<file path="config.mk">
export PLATFORM = sky130hd
export DESIGN_NAME = vga_timing_gen_flat
export DESIGN_NICKNAME = d
export VERILOG_FILES = /design/src/rtl/vga_timing_gen_pkg.sv /design/src/rtl/vga_timing_gen_if.sv /design/src/rtl/vga_timing_gen_pix_tick.sv /design/src/rtl/vga_timing_gen.sv /design/src/flat_wrapper.sv
export SDC_FILE = /design/constraint.sdc
export NUM_CORES = 1
export LEC_CHECK = 0
export BUFFER_PORTS_ARGS = -buffer_cell sky130_fd_sc_hd__buf_2
export CAP_MARGIN = 15
export CORE_ASPECT_RATIO = 1.75
export CORE_MARGIN = 2
export CORE_UTILIZATION = 51
export CTS_CLUSTER_DIAMETER = 30
export DETAILED_ROUTE_END_ITERATION = 16
export GPL_TIMING_DRIVEN = 0
export PLACE_DENSITY = 0.79
export RECOVER_POWER = 50
export SLEW_MARGIN = 5
export SYNTH_ARGS = -nofsm -noshare
export SYNTH_HDL_FRONTEND = slang
export SYNTH_SLANG_ARGS = --single-unit
</file>
<file path="constraint.sdc">
create_clock -name clk -period 1.8 [get_ports clk]
set_input_delay 0.36 -clock clk [delete_from_list [all_inputs] [get_ports clk]]
set_output_delay 0.36 -clock clk [all_outputs]
set_load 0.02 [all_outputs]
</file>
<file path="src/rtl/vga_timing_gen_pkg.sv">
// ---------------------------------------------------------------------------
// vga_timing_pkg
// Shared constants and types for the 640x480@60 raster timing generator.
// Holds the default timing (used as parameter defaults by vga_timing_gen),
// the derived totals and sync window bounds, the coordinate width, and the
// flag decode used to turn a counter position into sync/active outputs.
// ---------------------------------------------------------------------------
package vga_timing_pkg;

  localparam int COORD_W     = 10;
  localparam int FRAME_CNT_W = 8;

  // Default 640x480@60 timing, in pixels / lines.
  localparam int H_ACTIVE = 640;
  localparam int H_FP     = 16;
  localparam int H_SYNC   = 96;
  localparam int H_BP     = 48;
  localparam int V_ACTIVE = 480;
  localparam int V_FP     = 10;
  localparam int V_SYNC   = 2;
  localparam int V_BP     = 33;

  localparam int H_TOTAL      = H_ACTIVE + H_FP + H_SYNC + H_BP;
  localparam int V_TOTAL      = V_ACTIVE + V_FP + V_SYNC + V_BP;
  localparam int H_SYNC_START = H_ACTIVE + H_FP;
  localparam int H_SYNC_END   = H_SYNC_START + H_SYNC;
  localparam int V_SYNC_START = V_ACTIVE + V_FP;
  localparam int V_SYNC_END   = V_SYNC_START + V_SYNC;

  typedef logic [COORD_W-1:0]     coord_t;
  typedef logic [FRAME_CNT_W-1:0] frame_cnt_t;

  typedef struct packed {
    logic hsync;
    logic vsync;
    logic active;
    logic frame_start;
  } vid_flags_t;

  localparam vid_flags_t VID_FLAGS_RESET = '{
    hsync:       1'b1,
    vsync:       1'b1,
    active:      1'b0,
    frame_start: 1'b0
  };

  // True when lo <= c < hi.
  function automatic logic in_span(coord_t c, int lo, int hi);
    return (int'(c) >= lo) && (int'(c) < hi);
  endfunction

  // Output flags belonging to counter position (h, v). Syncs are active-low.
  function automatic vid_flags_t decode_flags(coord_t h, coord_t v,
                                              int h_act, int v_act,
                                              int hs_start, int hs_end,
                                              int vs_start, int vs_end);
    vid_flags_t f;
    f.hsync       = ~in_span(h, hs_start, hs_end);
    f.vsync       = ~in_span(v, vs_start, vs_end);
    f.active      = (int'(h) < h_act) && (int'(v) < v_act);
    f.frame_start = (h == '0) && (v == '0);
    return f;
  endfunction

endpackage

</file>
<file path="src/rtl/vga_timing_gen_if.sv">
// ---------------------------------------------------------------------------
// vga_timing_gen_if
// Video timing bundle from the raster generator to its consumers (colour-bar
// pattern stage and VGA pin drivers).
//   pix_tick    : one-clk pulse per pixel period
//   x, y        : raw horizontal / vertical position (not clamped in blanking)
//   hsync/vsync : active-low syncs
//   active      : visible region, consumers must gate colour with it
//   frame_start : high for the pixel at (0,0)
//   frame_cnt   : frame counter, only with VGA_FRAME_CNT_EN defined
// Modports: master = generator side, slave = consumer side.
// ---------------------------------------------------------------------------
interface vga_timing_gen_if;
  import vga_timing_pkg::*;

  logic   pix_tick;
  coord_t x;
  coord_t y;
  logic   hsync;
  logic   vsync;
  logic   active;
  logic   frame_start;
`ifdef VGA_FRAME_CNT_EN
  frame_cnt_t frame_cnt;

  modport master (output pix_tick, x, y, hsync, vsync, active, frame_start, frame_cnt);
  modport slave  (input  pix_tick, x, y, hsync, vsync, active, frame_start, frame_cnt);
`else
  modport master (output pix_tick, x, y, hsync, vsync, active, frame_start);
  modport slave  (input  pix_tick, x, y, hsync, vsync, active, frame_start);
`endif

endinterface

</file>
<file path="src/rtl/vga_timing_gen_pix_tick.sv">
// ---------------------------------------------------------------------------
// pix_tick_gen
// Pixel-rate enable. div_cnt counts 0..CLK_DIV-1 and wraps; pix_tick is high
// in the cycle where div_cnt is at its last value. With CLK_DIV=1 the counter
// never moves and pix_tick is high every cycle outside reset.
// Ports:
//   clk      : system clock
//   reset    : synchronous, active-high
//   pix_tick : one-clk pulse per pixel period (combinational, 0 in reset)
// ---------------------------------------------------------------------------
module pix_tick_gen #(
  parameter int CLK_DIV = 2
) (
  input  logic clk,
  input  logic reset,
  output logic pix_tick
);

  localparam int               DIV_W    = (CLK_DIV > 1) ? $clog2(CLK_DIV) : 1;
  localparam logic [DIV_W-1:0] DIV_LAST = DIV_W'(CLK_DIV - 1);

  logic [DIV_W-1:0] div_cnt_q;
  logic [DIV_W-1:0] div_cnt_d;

  always_comb begin
    div_cnt_d = div_cnt_q;
    if (div_cnt_q == DIV_LAST) begin
      div_cnt_d = '0;
    end else begin
      div_cnt_d = div_cnt_q + DIV_W'(1);
    end
  end

  always_ff @(posedge clk) begin
    if (reset) begin
      div_cnt_q <= '0;
    end else begin
      div_cnt_q <= div_cnt_d;
    end
  end

  // Gated with reset so the tick reads 0 while reset is held, which matters
  // for CLK_DIV=1 where the compare is otherwise always true.
  assign pix_tick = ~reset & (div_cnt_q == DIV_LAST);

endmodule

</file>
<file path="src/rtl/vga_timing_gen.sv">
// ---------------------------------------------------------------------------
// vga_timing_gen
// Raster timing generator, 640x480@60 by default (50 MHz clk, CLK_DIV=2).
// A pixel-rate enable from pix_tick_gen advances the horizontal counter;
// line end advances the vertical counter. Every output except pix_tick is a
// register loaded on pix_tick with the decode of the counter position being
// left, so each output value lasts exactly one pixel period and trails the
// counters by one pixel.
// Ports:
//   clk   : system clock (only clock)
//   reset : synchronous, active-high; returns all state to reset values
//   vid   : vga_timing_gen_if.master (pix_tick, x, y, hsync, vsync, active,
//           frame_start, and frame_cnt when enabled)
// Build option: define VGA_FRAME_CNT_EN to add the 8-bit frame counter, which
// increments on the tick where the outputs become (0,0) and wraps 255->0.
// ---------------------------------------------------------------------------
module vga_timing_gen #(
  parameter int CLK_DIV  = 2,
  parameter int H_ACTIVE = vga_timing_pkg::H_ACTIVE,
  parameter int H_FP     = vga_timing_pkg::H_FP,
  parameter int H_SYNC   = vga_timing_pkg::H_SYNC,
  parameter int H_BP     = vga_timing_pkg::H_BP,
  parameter int V_ACTIVE = vga_timing_pkg::V_ACTIVE,
  parameter int V_FP     = vga_timing_pkg::V_FP,
  parameter int V_SYNC   = vga_timing_pkg::V_SYNC,
  parameter int V_BP     = vga_timing_pkg::V_BP
) (
  input  logic             clk,
  input  logic             reset,
  vga_timing_gen_if.master vid
);
  import vga_timing_pkg::*;

  localparam int LINE_TICKS  = H_ACTIVE + H_FP + H_SYNC + H_BP;
  localparam int FRAME_LINES = V_ACTIVE + V_FP + V_SYNC + V_BP;
  localparam int HS_START    = H_ACTIVE + H_FP;
  localparam int HS_END      = HS_START + H_SYNC;
  localparam int VS_START    = V_ACTIVE + V_FP;
  localparam int VS_END      = VS_START + V_SYNC;

  localparam coord_t H_LAST = coord_t'(LINE_TICKS - 1);
  localparam coord_t V_LAST = coord_t'(FRAME_LINES - 1);

  logic pix_tick;

  pix_tick_gen #(
    .CLK_DIV (CLK_DIV)
  ) u_pix_tick_gen (
    .clk      (clk),
    .reset    (reset),
    .pix_tick (pix_tick)
  );

  coord_t     h_cnt_q, h_cnt_d;
  coord_t     v_cnt_q, v_cnt_d;
  coord_t     x_q, x_d;
  coord_t     y_q, y_d;
  vid_flags_t flags_q, flags_d;

  always_comb begin
    h_cnt_d = h_cnt_q;
    v_cnt_d = v_cnt_q;
    x_d     = x_q;
    y_d     = y_q;
    flags_d = flags_q;

    if (pix_tick) begin
      // Outputs take the position being left, then the counters move on.
      x_d     = h_cnt_q;
      y_d     = v_cnt_q;
      flags_d = decode_flags(h_cnt_q, v_cnt_q, H_ACTIVE, V_ACTIVE,
                             HS_START, HS_END, VS_START, VS_END);

      if (h_cnt_q == H_LAST) begin
        h_cnt_d = '0;
        if (v_cnt_q == V_LAST) begin
          v_cnt_d = '0;
        end else begin
          v_cnt_d = v_cnt_q + coord_t'(1);
        end
      end else begin
        h_cnt_d = h_cnt_q + coord_t'(1);
      end
    end
  end

  always_ff @(posedge clk) begin
    if (reset) begin
      h_cnt_q <= '0;
      v_cnt_q <= '0;
      x_q     <= '0;
      y_q     <= '0;
      flags_q <= VID_FLAGS_RESET;
    end else begin
      h_cnt_q <= h_cnt_d;
      v_cnt_q <= v_cnt_d;
      x_q     <= x_d;
      y_q     <= y_d;
      flags_q <= flags_d;
    end
  end

  assign vid.pix_tick    = pix_tick;
  assign vid.x           = x_q;
  assign vid.y           = y_q;
  assign vid.hsync       = flags_q.hsync;
  assign vid.vsync       = flags_q.vsync;
  assign vid.active      = flags_q.active;
  assign vid.frame_start = flags_q.frame_start;

`ifdef VGA_FRAME_CNT_EN
  frame_cnt_t frame_cnt_q, frame_cnt_d;

  // Counts on the same tick that loads frame_start, so the first frame after
  // reset reads 1.
  always_comb begin
    frame_cnt_d = frame_cnt_q;
    if (pix_tick && (h_cnt_q == '0) && (v_cnt_q == '0)) begin
      frame_cnt_d = frame_cnt_q + frame_cnt_t'(1);
    end
  end

  always_ff @(posedge clk) begin
    if (reset) begin
      frame_cnt_q <= '0;
    end else begin
      frame_cnt_q <= frame_cnt_d;
    end
  end

  assign vid.frame_cnt = frame_cnt_q;
`endif

endmodule

</file>
<file path="src/flat_wrapper.sv">
// flat-port wrapper written by rule: the top's interface ports become plain ports
module vga_timing_gen_flat import vga_timing_pkg::*;
#(
  parameter int CLK_DIV  = 2,
  parameter int H_ACTIVE = vga_timing_pkg::H_ACTIVE,
  parameter int H_FP     = vga_timing_pkg::H_FP,
  parameter int H_SYNC   = vga_timing_pkg::H_SYNC,
  parameter int H_BP     = vga_timing_pkg::H_BP,
  parameter int V_ACTIVE = vga_timing_pkg::V_ACTIVE,
  parameter int V_FP     = vga_timing_pkg::V_FP,
  parameter int V_SYNC   = vga_timing_pkg::V_SYNC,
  parameter int V_BP     = vga_timing_pkg::V_BP
)
  (clk, reset, vid_pix_tick, vid_x, vid_y, vid_hsync, vid_vsync, vid_active, vid_frame_start);
  vga_timing_gen_if vid_i ();
  input  logic clk;
  input  logic reset;
  output wire logic [$bits(vid_i.pix_tick)-1:0] vid_pix_tick;
  output wire logic [$bits(vid_i.x)-1:0] vid_x;
  output wire logic [$bits(vid_i.y)-1:0] vid_y;
  output wire logic [$bits(vid_i.hsync)-1:0] vid_hsync;
  output wire logic [$bits(vid_i.vsync)-1:0] vid_vsync;
  output wire logic [$bits(vid_i.active)-1:0] vid_active;
  output wire logic [$bits(vid_i.frame_start)-1:0] vid_frame_start;
  assign vid_pix_tick = vid_i.pix_tick;
  assign vid_x = vid_i.x;
  assign vid_y = vid_i.y;
  assign vid_hsync = vid_i.hsync;
  assign vid_vsync = vid_i.vsync;
  assign vid_active = vid_i.active;
  assign vid_frame_start = vid_i.frame_start;
  vga_timing_gen #(.CLK_DIV(CLK_DIV), .H_ACTIVE(H_ACTIVE), .H_FP(H_FP), .H_SYNC(H_SYNC), .H_BP(H_BP), .V_ACTIVE(V_ACTIVE), .V_FP(V_FP), .V_SYNC(V_SYNC), .V_BP(V_BP)) u_core (.clk(clk), .reset(reset), .vid(vid_i));
endmodule
</file>
==> results of run 1 <==
==> layout make-up <==
type                    instances  area [um^2]
clock buffers                   7        96.34
flip-flops and latches         45        924.6
well taps                      48        60.06
plain buffers                   8        47.55
repair buffers                 38        202.7
inverters                       9        33.78
multi-input cells             148         1062
fillers                       321         1359
clock inverters                 1        5.005
==> metrics by stage <==
step / total power, uW / utilization / instances / hold WS [ns]
2_1_floorplan: 1108 / - / 212 / 0.4493
5_1_grt: 1869 / 0.6416 / 304 / 0.3584
3_5_place_dp: 1138 / 0.5815 / 286 / 0.4485
6_report: 1817 / 0.6416 / 304 / 0.3489
4_1_cts: 1821 / 0.6277 / 299 / 0.3274
3_3_place_gp: 1137 / 0.5815 / 286 / 0.4449
==> timing repair <==
action,CTS,global route
pin swaps,3,5
setup endpoints to repair,26,18
hold buffers,0,0
gates resized for setup,12,15
buffers inserted,7,5
==> sequential cells by signal, indices dropped and copies added, names as in the netlist <==
register	cells
u_core.vid.x	10
u_core.vid.hsync	1
u_core.vid.frame_start	1
u_core.v_cnt_q	10
u_core.vid.y	10
u_core.h_cnt_q	10
u_core.u_pix_tick_gen.div_cnt_q	1
u_core.vid.active	1
u_core.vid.vsync	1
==> cells in the mapped netlist, drive strengths merged, types with 3 or more instances <==
library cell	number	share of area
nand4	5	0.016
o31ai	3	0.011
dfxtp	45	0.45
nand3	8	0.020
inv	9	0.017
ha	5	0.032
or3	4	0.015
mux2i	20	0.10
nor2	31	0.059
clkbuf	5	0.0095
nor3	4	0.010
xor2	5	0.022
buf	5	0.018
a21oi	10	0.025
nand2	10	0.019
nor4	5	0.016
o21ai	4	0.010
or4	3	0.013
==> final timing paths <==
kind / from / slack (ns) / cells past startpoint / endpoint
worst max register to register: u_core.h_cnt_q[7] / -0.03 / 5 / u_core.v_cnt_q[3]
worst min register to register: u_core.vid.active / 0.47 / 2 / u_core.vid.active
worst min-delay path: reset / 0.35 / 2 / u_core.u_pix_tick_gen.div_cnt_q
worst max-delay path: u_core.h_cnt_q[7] / -0.03 / 5 / u_core.v_cnt_q[3]
==> layer usage <==
metal | vias up | GRT usage
met5 | - | 0
met4 | 0 | 0.1523
met3 | 18 | 0.04828
met2 | 51 | 0.4120
met1 | 831 | 0.2420
li1 | 847 | -
==> worst max-delay path: cells and delay by family (launching register included) <==
family / cells / cell delay [ns]
AOI/OAI and AO/OA: 1 / 0.16
buffers and inverters: 1 / 0.17
DFF: 1 / 0.37
and+or+nand+nor: 3 / 1.07
==> power groups by stage <==
stage / clock [uW] / combinational (uW) / sequential, uW
detailed placement: 0 / 99.8 / 1040
global route: 737 / 122 / 1010
floorplan: 0 / 65.2 / 1040
CTS: 703 / 107 / 1010
global placement: 0 / 99.1 / 1040
finish: 696 / 113 / 1010
==> kinds of logic after synthesis <==
group                      count (synthesis)  synth area share
adders and majority gates                  5           0.03151
AOI/OAI and AO/OA                         29            0.1021
and+or+nand+nor                           87            0.2369
DFF                                       45            0.4537
xor gates and xnor gates                   7           0.03088
buffers and inverters                     19           0.04411
muxes                                     20            0.1008
==> results.py, run 1 <==
metrics = {
    "detailed_routing": {
        "remaining_drc_errors": 0,
        "routed_wl_um": 4879,
        "routed-via-count": 1747,
        "drt_iter0_markers": 50,
        "wl_met2_um": 2610,
        "wl_met3_um": 137,
        "avgViaCountPerCell": 5.747,
        "drt-pass1-iter-count": 4,
        "wl_per_cell_um": 16.05,
        "ant_nets": 0,
        "top_layer": "met4",
        "drt-met1-wl_um": 1951,
    },
    "clocking": {
        "htree_levels": 2,
        "root_buffer": "clkbuf_8",
        "cts_tree": "done",
        "cts_inserted_buffers": 5,
        "cts_buffer_depth": 2,
        "clkLatencyLatePin_ns": 0.30,
        "cts.sinks": 45,
        "clkTransAtPathRegs_ns": 0.08,
    },
    "timing": {
        "timing.final.ws_setup_ns": -0.02990,
        "grt_setup_unrepaired": "true",
        "relSlewSlack": 0.6062,
        "setup_viol": 2,
        "hold_viol_final": 0,
        "fmax_mhz": 546.5,
        "fin_crit_sh": 1.017,
        "min_period_ns": 1.830,
        "drv_slew": 0,
        "skew_ns": 0.003821,
        "tightest_slew_ns": 0.5908,
        "tns_ns": -0.04457,
    },
    "power_and_ir_drop": {
        "combPwrFrac": 0.062,
        "p_switching_uw": 428.4,
        "pwr-share-clk": 0.383,
        "switching_share": 0.2358,
        "p_leak_uw": 0.0008716,
        "p_int_uw": 1388,
        "sequentialPowerShare": 0.555,
        "powerDensity_mw_per_mm2": 746.9,
        "ir_drop_v": 0.0006658,
    },
    "yosys": {
        "synthCells": 212,
        "synthDistinctLibCells": 46,
        "synth.ff_latch_count": 45,
        "synth_ff_type": "dfxtp_1",
        "synth_enable_flop_cells": 0,
        "netlist_area_mm2": 0.001986,
        "synth_nets": 219,
        "yosys_warnings": 0,
        "avgSynthCellArea_um2": 9.366,
        "ys_async_sr_fraction": 0,
        "synth-seq-area-share": 0.4537,
    },
    "run": {
        "max_cap_violations": 0,
    },
    "critical_path": {
        "slowest_stage": "or4_4",
        "worstPathRequired_ns": 2.04,
        "end_kind": "flip-flop",
        "critPathMaxStageDelay_ns": 0.52,
        "worstSetupPathType": "flip-flop to flip-flop",
        "critPathLaunchType": "flip-flop",
        "cp_cell_sequence": "nand4b_1, buf_4, or4_4, or3_1, a21oi_1",
        "worst_ep_arrival_time_ns": 2.07,
        "crit_fanout": 6,
    },
    "cells_and_area": {
        "nets": 262,
        "syn_to_final_growth_pct": 22.50,
        "mostFrequentLayoutCells": "dfxtp_1 (34), nor2_1 (31), clkbuf_1 (28)",
        "drive_above_1_share": 0.2266,
        "layout_commonest_cell": "dfxtp_1",
        "post-route-cell-area_mm2": 0.002432,
        "n_antenna_cell": 0,
    },
    "global_route": {
        "grt_overflow_total": 0,
        "grt_pass1_vias": 1690,
        "grt_max_degree": 14,
        "grt_pass1_wl_um": 7631,
        "grt_antenna_before_repair": 0,
        "grt.total_usage": 0.2336,
    },
    "run_status": {
        "outcome": "finished with violations",
        "violations": "setup timing",
    },
    "hold_path": {
        "hold_path.class": "input pin to flip-flop",
    },
    "placement": {
        "gp_congestion": 0.9054,
        "dp_worst_setup_slack_ns": -0.2592,
        "placed_cell_area_mm2": 0.002205,
        "hpwlAfterDp_um": 3247,
        "portBuffers": 26,
    },
    "floorplan": {
        "core_area_mm2": 0.003791,
        "die_h_um": 86.55,
        "row_count": 30,
        "io_pins": 27,
        "start_util": 0.5238,
        "fp.dieW_um": 51.17,
        "dieArea_mm2": 0.004429,
    },
}
No activity file was read; power rests on OpenSTA's default activity.
==> run 2, diff against run 1 <==
Settings changed: ABC_AREA set to 1, SKIP_LAST_GASP set to 1, TNS_END_PERCENT set to 1.
==> results.py, run 2 <==
metrics = {
    "yosys": {
        "synth.ff_latch_count": 45,
        "netlist_area_mm2": 0.002032,
        "yosysMostFrequentCell": "nand2_1",
        "ys_async_sr_fraction": 0,
        "synth_ff_type": "dfxtp_1",
        "netlist_top_cells_count": "nand2_1 (68), dfxtp_1 (45), inv_1 (34)",
        "synthDistinctLibCells": 27,
        "synthCells": 274,
        "synth-seq-area-share": 0.4433,
        "avgSynthCellArea_um2": 7.416,
        "synthTopCellsByArea": "dfxtp_1 (44%), nand2_1 (13%), inv_1 (6.3%)",
        "yosys_warnings": 0,
        "synth_top_area_share": 0.4433,
        "synth_nets": 281,
        "yosys.area.top_type": "dfxtp_1",
        "synth_enable_flop_cells": 0,
    },
    "clocking": {
        "cts.sinks": 45,
        "cts_hold_buf": 0,
        "cts_resized": 0,
        "htree_levels": 2,
        "cts_setup_buffers": 0,
        "clkLatencyLatePin_ns": 0.30,
        "cts_buffer_depth": 2,
        "root_buffer": "clkbuf_8",
        "cts_tree": "done",
        "clkTransAtPathRegs_ns": 0.09,
        "cts_inserted_buffers": 5,
    },
    "detailed_routing": {
        "drt-pass1-iter-count": 4,
        "ant_nets": 0,
        "routed-via-count": 1837,
        "top_layer": "met4",
        "wl_per_cell_um": 13.36,
        "drt-met1-wl_um": 1881,
        "wl_met2_um": 2577,
        "drt_iter0_markers": 29,
        "remaining_drc_errors": 0,
        "wl_met3_um": 162,
        "avgViaCountPerCell": 5.175,
        "routed_wl_um": 4744,
    },
    "timing": {
        "skew_ns": 0.004032,
        "tns_ns": 0,
        "drv_slew": 0,
        "relSlewSlack": 0.6833,
        "fmax_mhz": 620.5,
        "tightest_slew_ns": 0.4750,
        "min_period_ns": 1.612,
        "setup_viol": 0,
        "fin_crit_sh": 0.8953,
        "hold_viol_final": 0,
        "grt_setup_unrepaired": "false",
    },
    "hold_path": {
        "min_delay_path_depth": 2,
        "hold_path.class": "input pin to flip-flop",
    },
    "global_route": {
        "grt_max_degree": 15,
        "grt.total_usage": 0.2262,
        "grt_pass1_wl_um": 7665,
        "grt_antenna_before_repair": 0,
        "grt_overflow_total": 0,
        "grt_pass1_vias": 1749,
    },
    "run": {
        "max_cap_violations": 0,
    },
    "floorplan": {
        "io_pins": 27,
        "die_h_um": 87.50,
        "fp.dieW_um": 51.72,
        "dieArea_mm2": 0.004525,
        "core_area_mm2": 0.003866,
        "start_util": 0.5256,
        "row_count": 30,
    },
    "power_and_ir_drop": {
        "switching_share": 0.2197,
        "sequentialPowerShare": 0.533,
        "ir_drop_v": 0.0005593,
        "combPwrFrac": 0.044,
        "p_int_uw": 1479,
        "p_leak_uw": 0.0009759,
        "p_switching_uw": 416.4,
        "pwr-share-clk": 0.423,
        "powerDensity_mw_per_mm2": 822.3,
    },
    "cells_and_area": {
        "syn_to_final_growth_pct": 13.42,
        "mostFrequentLayoutCells": "nand2_1 (68), dfxtp_1 (45), inv_1 (35)",
        "drive_above_1_share": 0.09446,
        "post-route-cell-area_mm2": 0.002305,
        "finalNonFillerCells": 355,
        "n_antenna_cell": 0,
        "final_util": 0.5961,
        "nets": 313,
        "layout_commonest_cell": "nand2_1",
    },
    "critical_path": {
        "end_kind": "primary output",
        "worstSetupPathType": "flip-flop to primary output",
        "reg2reg_depth": 8,
        "critPathLaunchType": "flip-flop",
        "crit_fanout": 10,
        "worst_ep_arrival_time_ns": 1.25,
        "worstPathRequired_ns": 1.44,
    },
    "placement": {
        "gp_congestion": 0.8671,
        "placed_cell_area_mm2": 0.002217,
        "portBuffers": 25,
        "hpwlAfterDp_um": 3547,
        "place_inst": 347,
    },
    "run_status": {
        "outcome": "finished clean",
    },
}
run 2: final cells by class:
type                    instances  area (um^2)
well taps                      48        60.06
plain buffers                   8        55.05
repair buffers                 25        95.09
clock buffers                   6        82.58
inverters                      38        142.6
fillers                       384         1562
clock inverters                 2        37.54
multi-input cells             183        930.9
flip-flops and latches         45        900.9
run 2: per-layer routing:
metal,up-vias,global-route usage
met5,-,0
met4,0,0.1196
met3,11,0.03608
met2,42,0.4138
met1,848,0.2406
li1,936,-
run 2: kinds of logic (layout without fill, tap and decap cells):
logic type,count (synthesis),after routing,share of synthesized area
AND/OR/NAND/NOR,141,141,0.3276
flip-flops,45,45,0.4433
buffers and inverters,46,79,0.09852
AO/OA/AOI/OAI,34,34,0.08682
adder cells (fa/ha/maj),5,5,0.03079
XOR/XNOR,3,3,0.01293
run 2: final timing paths:
check,startpoint,slack (ns),to
hold reg to reg,u_core.vid.x[3],0.45,u_core.vid.x[3]
setup reg to reg,u_core.h_cnt_q[0],0.24,u_core.v_cnt_q[5]
hold / removal,reset,0.30,u_core.v_cnt_q[7]
setup / recovery,u_core.u_pix_tick_gen.div_cnt_q,0.19,vid_pix_tick
run 2: power by group through the flow:
stage	logic (uW)	clock network, uW	registers (uW)
3_3_place_gp	84.6	0	1030
3_5_place_dp	85.9	0	1030
4_1_cts	86.9	808	1010
2_1_floorplan	55.8	0	1040
5_1_grt	92.4	851	1010
6_report	83.6	801	1010
run 2: critical path, stage by stage, from the launching register on:
cell	delay, ns
dfxtp_1	0.35
inv_1	0.13
nor2_8	0.14
buf_6	0.16
buf_2	0.17
run 2: stage by stage:
stage          total power (uW)  hold WS [ns]  setup slack (ns)
2_1_floorplan              1095        0.4635            0.4254
3_3_place_gp               1118        0.4338            0.2680
3_5_place_dp               1120        0.4397            0.2624
4_1_cts                    1905        0.3026            0.2309
5_1_grt                    1955        0.2974            0.1125
6_report                   1895        0.2959            0.1885
